[config.mk]
export PLATFORM = sky130hd
export DESIGN_NAME = cim_readout
export DESIGN_NICKNAME = d
export VERILOG_FILES = /design/src/rtl/cim_readout.sv
export SDC_FILE = /design/constraint.sdc
export NUM_CORES = 1
export LEC_CHECK = 0
export CAP_MARGIN = 5
export CORE_AREA = 2 2 189 191
export CTS_BUF_LIST = sky130_fd_sc_hd__clkbuf_8
export DETAILED_ROUTE_END_ITERATION = 6
export DIE_AREA = 0 0 191 193
export DONT_BUFFER_PORTS = 1
export GPL_TIMING_DRIVEN = 0
export RECOVER_POWER = 50
export SYNTH_ARGS = -nofsm -noshare
export SYNTH_HDL_FRONTEND = slang
export SYNTH_SLANG_ARGS = --single-unit
[constraint.sdc]
create_clock -name clk -period 9.2 [get_ports clk]
set_input_delay 1.38 -clock clk [delete_from_list [all_inputs] [get_ports clk]]
set_output_delay 1.38 -clock clk [all_outputs]
set_load 0.01 [all_outputs]
[src/rtl/cim_readout.sv]
// Readout engine for a compute-in-memory macro: it snapshots 36 product bytes,
// then reduces them LANES per clock into a byte sum and a total popcount.
module cim_readout #(
   parameter int LANES = 4
) (
   input  logic        clk,
   input  logic        rst_n,
   input  logic        start,
   input  logic [7:0]  products [0:35],
   output logic        busy,
   output logic        result_valid,
   input  logic        result_ready,
   output logic [13:0] sum,
   output logic [8:0]  popcount,
   output logic        start_err
);

   localparam int         STEPS    = 36 / LANES;
   localparam logic [5:0] LAST_IDX = 6'(36 - LANES);
   localparam logic [5:0] LANES_W  = 6'(LANES);

   typedef enum logic [1:0] {
      IDLE  = 2'd0,
      ACCUM = 2'd1,
      DONE  = 2'd2
   } state_t;

   state_t      state;
   logic [7:0]  snap [0:35];
   logic [5:0]  idx;
   logic [13:0] acc_sum;
   logic [8:0]  acc_pop;
   logic [13:0] grp_sum;
   logic [8:0]  grp_pop;
   logic [13:0] nxt_sum;
   logic [8:0]  nxt_pop;

   // Reduce the current group of LANES snapshot bytes starting at idx.
   always_comb begin
      // NOTE: every comb output gets a default before the loop, so no path leaves it unassigned (no latch).
      grp_sum = '0;
      grp_pop = '0;
      for (int k = 0; k < LANES; k++) begin
         grp_sum = grp_sum + 14'(snap[idx + 6'(k)]);
         grp_pop = grp_pop + 9'($countones(snap[idx + 6'(k)]));
      end
      nxt_sum = acc_sum + grp_sum;
      nxt_pop = acc_pop + grp_pop;
   end

   always_ff @(posedge clk or negedge rst_n) begin
      if (!rst_n) begin
         state        <= IDLE;
         idx          <= '0;
         acc_sum      <= '0;
         acc_pop      <= '0;
         sum          <= '0;
         popcount     <= '0;
         busy         <= 1'b0;
         result_valid <= 1'b0;
         start_err    <= 1'b0;
         // NOTE: the snapshot is cleared on reset on purpose; a discarded job must leave no trace of its data.
         for (int i = 0; i < 36; i++) snap[i] <= '0;
      end else begin
         // NOTE: all state here uses non-blocking assignment so every register sees pre-edge values.
         start_err <= start && (state != IDLE);
         case (state)
            IDLE: begin
               if (start) begin
                  for (int i = 0; i < 36; i++) snap[i] <= products[i];
                  acc_sum <= '0;
                  acc_pop <= '0;
                  idx     <= '0;
                  busy    <= 1'b1;
                  state   <= ACCUM;
               end
            end
            ACCUM: begin
               acc_sum <= nxt_sum;
               acc_pop <= nxt_pop;
               if (idx == LAST_IDX) begin
                  sum          <= nxt_sum;
                  popcount     <= nxt_pop;
                  result_valid <= 1'b1;
                  state        <= DONE;
               end else begin
                  idx <= idx + LANES_W;
               end
            end
            DONE: begin
               if (result_ready) begin
                  result_valid <= 1'b0;
                  busy         <= 1'b0;
                  state        <= IDLE;
               end
            end
            default: begin
               result_valid <= 1'b0;
               busy         <= 1'b0;
               state        <= IDLE;
            end
         endcase
      end
   end

endmodule

==> flow_summary_export.csv <==
group,metric,value,unit
logic_synthesis,synth_top_area_share,49.82,%
final_layout,drive_gt1_share,10.30,%
die,initial_core_util,49.27,%
cts,cts.path.max_buffers,3,
cts,post_cts_buffers,0,
logic_synthesis,synth-edff-count,0,
route,vias,13050,
worst_setup_path,cp-end-kind,"flip-flop",
die,io_pins,318,
sta,worstMarginPinSlew,1.271,ns
die,die_area,36860,um2
logic_synthesis,async_reset_ff_share,100.0,%
logic_synthesis,synth_cell_type_count,40,
final_layout,seq_area,8583,um2
final_layout,fin_nets,2271,
global_routing,antenna_found_initial,9,
placement,place_congestion,0.9175,
sta,timing.hold.ws,0.4316,ns
logic_synthesis,syn_area,17230,um2
global_routing,grt_pass1_vias,13690,
logic_synthesis,synth_xor_area_share,0.9659,%
logic_synthesis,yosys.area_share.simple,22.26,%
cts,cts_resized,0,
cts,numCtsBuffers,59,
die,row_count,69,
die,die_w,191,um
cts,h-tree-depth,2,
logic_synthesis,synth_top_family_by_area,"simple AND/OR/NAND/NOR gates",
route,drt.antenna.violating_nets,0,
cts,cts.sinks,343,
logic_synthesis,netlist_instances,1836,
logic_synthesis,postSynthAreaPerCell,9.383,um2
placement,port_buffers,0,
cts,clk_pin_slew_worst_paths,0.06,ns
global_routing,gr-usage-all-layers,30.59,%
placement,dp.cells,2297,
final_layout,multi_input_area,7894,um2
global_routing,grt_overflow,0,
min_path,hold_class,"in -> async",
route,vias_per_cell,5.435,
logic_synthesis,ys_ff_latch,343,
logic_synthesis,synth_area_leader_cell,"dfrtp_1",
route,routedWlPerCell,22.88,um
cts,root_buffer,"clkbuf_8",
route,wl,54.96,mm
worst_setup_path,crit_type,"reg -> reg",
run,maxCapViolCount,0,
final_layout,fill_cells,3314,
logic_synthesis,post_synth_fa_ha_maj_area_fraction,8.091,%
final_layout,layout_common_cells,"nand2_1, dfrtp_1, inv_1",
final_layout,layout_commonest_cell,"nand2_1",
sta,final.setup_skew,0.01900,ns
sta,max_freq,0.1239,GHz
placement,hpwl,41.01,mm
cts,holdBufCountCts,0,
final_layout,syn_to_final_growth,10.27,%
route,firstDrtPassIters,5,
logic_synthesis,synth.mux.area_fraction,10.23,%
sta,final-max-slew-violation-count,0,
logic_synthesis,ys_seq_area_share,49.82,%
sta,relSlewSlack,15.26,%
sta,final-setup-viol-count,0,
sta,period_needed,8.074,ns
cts,clock_latency,0.67,ns
final_layout,final-instance-count-excl-fill,2402,
worst_setup_path,crit_arrival,8.60,ns
die,die_h,193,um
status,status,"complete, no violations",
sta,rsz0062_at_grt,"no",
logic_synthesis,synth_area_leaders,"dfrtp_1, nand2_1, mux4_2",
die,core,34960,um2
logic_synthesis,yosysWarnings,0,
global_routing,grt_pass1_wl,82.05,mm
logic_synthesis,synth_compound_area_share,4.278,%
worst_setup_path,cp-start-kind,"flip-flop",
route,drt_iter0_markers,877,
sta,timing.setup.tns,0,ns
route,drc,0,
logic_synthesis,synth_ff_type,"dfrtp_1",
cts,cts_tree,"done",
worst_setup_path,crit_required,9.73,ns
global_routing,grt_max_degree,344,
sta,hold_viol,0,
worst_setup_path,critPathMaxFanout,10,
sta,fin_crit_sh,87.76,%
logic_synthesis,synth_nets,2210,
layer usage:
layer / up-vias / part of all wire (%) / GRT usage [%]
met4: 0 / 4.0 / 13.77
li1: 5989 / - / -
met1: 6467 / 40 / 38.89
met3: 100 / 8.4 / 7.765
met2: 498 / 48 / 49.74
met5: - / 0 / 0
per-stage QoR:
step	instance area, um2	util [%]	worst slack (ns)
2_1_floorplan	17230	-	2.850
3_3_place_gp	17800	50.92	1.773
3_5_place_dp	17800	50.92	1.726
4_1_cts	18980	54.27	1.712
5_1_grt	18990	54.31	0.7915
6_report	19000	54.33	1.126
sequential cells by signal, summed over array words and instances, names as in the netlist:
signal / flops
acc_sum: 14
busy: 1
result_valid: 1
idx: 4
sum: 14
popcount: 9
start_err: 1
snap: 288
acc_pop: 9
state: 2
synth_stat cells, drive strengths merged (7+ instances only):
cell and number:
inv 73, fa 49, mux2i 32, a21oi 20, clkbuf 52, o21ai 57, nand2 946, dfrtp 343
o211ai 7, ha 33, nand3 22, buf 51, o21a 17, mux4 64, xnor2 9, nor2 17
xor2 10
layout make-up:
class | instances | share of cell area (%)
flip-flops and latches | 343 | 45.18
multi-input cells | 1317 | 41.55
clock buffers | 71 | 5.144
well taps | 461 | 3.036
plain buffers | 103 | 2.496
inverters | 73 | 1.442
clock inverters | 25 | 1.027
diodes | 9 | 0.1186
kinds of logic after synthesis:
logic type,count (synthesis)
mux,96
fa+ha+maj,82
simple gates,1000
xor+xnor,19
buf+inv,176
compound gates,120
flops,343
worst max-delay path, cell delays in order (launching register included):
cell	delay, ns
dfrtp_1	0.36
clkbuf_1	0.47
buf_4	0.34
clkbuf_1	0.63
mux4_2	0.46
mux2i_1	0.43
o21ai_0	0.33
fa_1	0.60
inv_1	0.05
fa_1	0.50
inv_1	0.06
fa_1	0.55
fa_1	0.43
fa_1	0.51
fa_1	0.41
inv_1	0.08
fa_1	0.19
inv_1	0.07
fa_1	0.47
a211oi_1	0.33
nor2_1	0.10
o221ai_1	0.31
xor2_1	0.17
o21ai_0	0.09
worst paths after layout:
kind                       depth (start not counted)            startpoint                      end  slack [ns]
setup / recovery                                  23    idx[3]$_DFFE_PN0P_  popcount[8]$_DFFE_PN0P_        1.13
hold / removal                                     0                 rst_n      sum[13]$_DFFE_PN0P_        0.43
setup reg to reg                                  23    idx[3]$_DFFE_PN0P_  popcount[8]$_DFFE_PN0P_        1.13
hold reg to reg                                    2  snap[69]$_DFFE_PN0P_     snap[69]$_DFFE_PN0P_        0.47
max in group asynchronous                          0                 rst_n      snap[7]$_DFFE_PN0P_        7.75
min in group clk                                   2  snap[69]$_DFFE_PN0P_     snap[69]$_DFFE_PN0P_        0.47
Power is not shown: default switching activity piles up to over one toggle a cycle in this logic, so the estimate is an artifact.
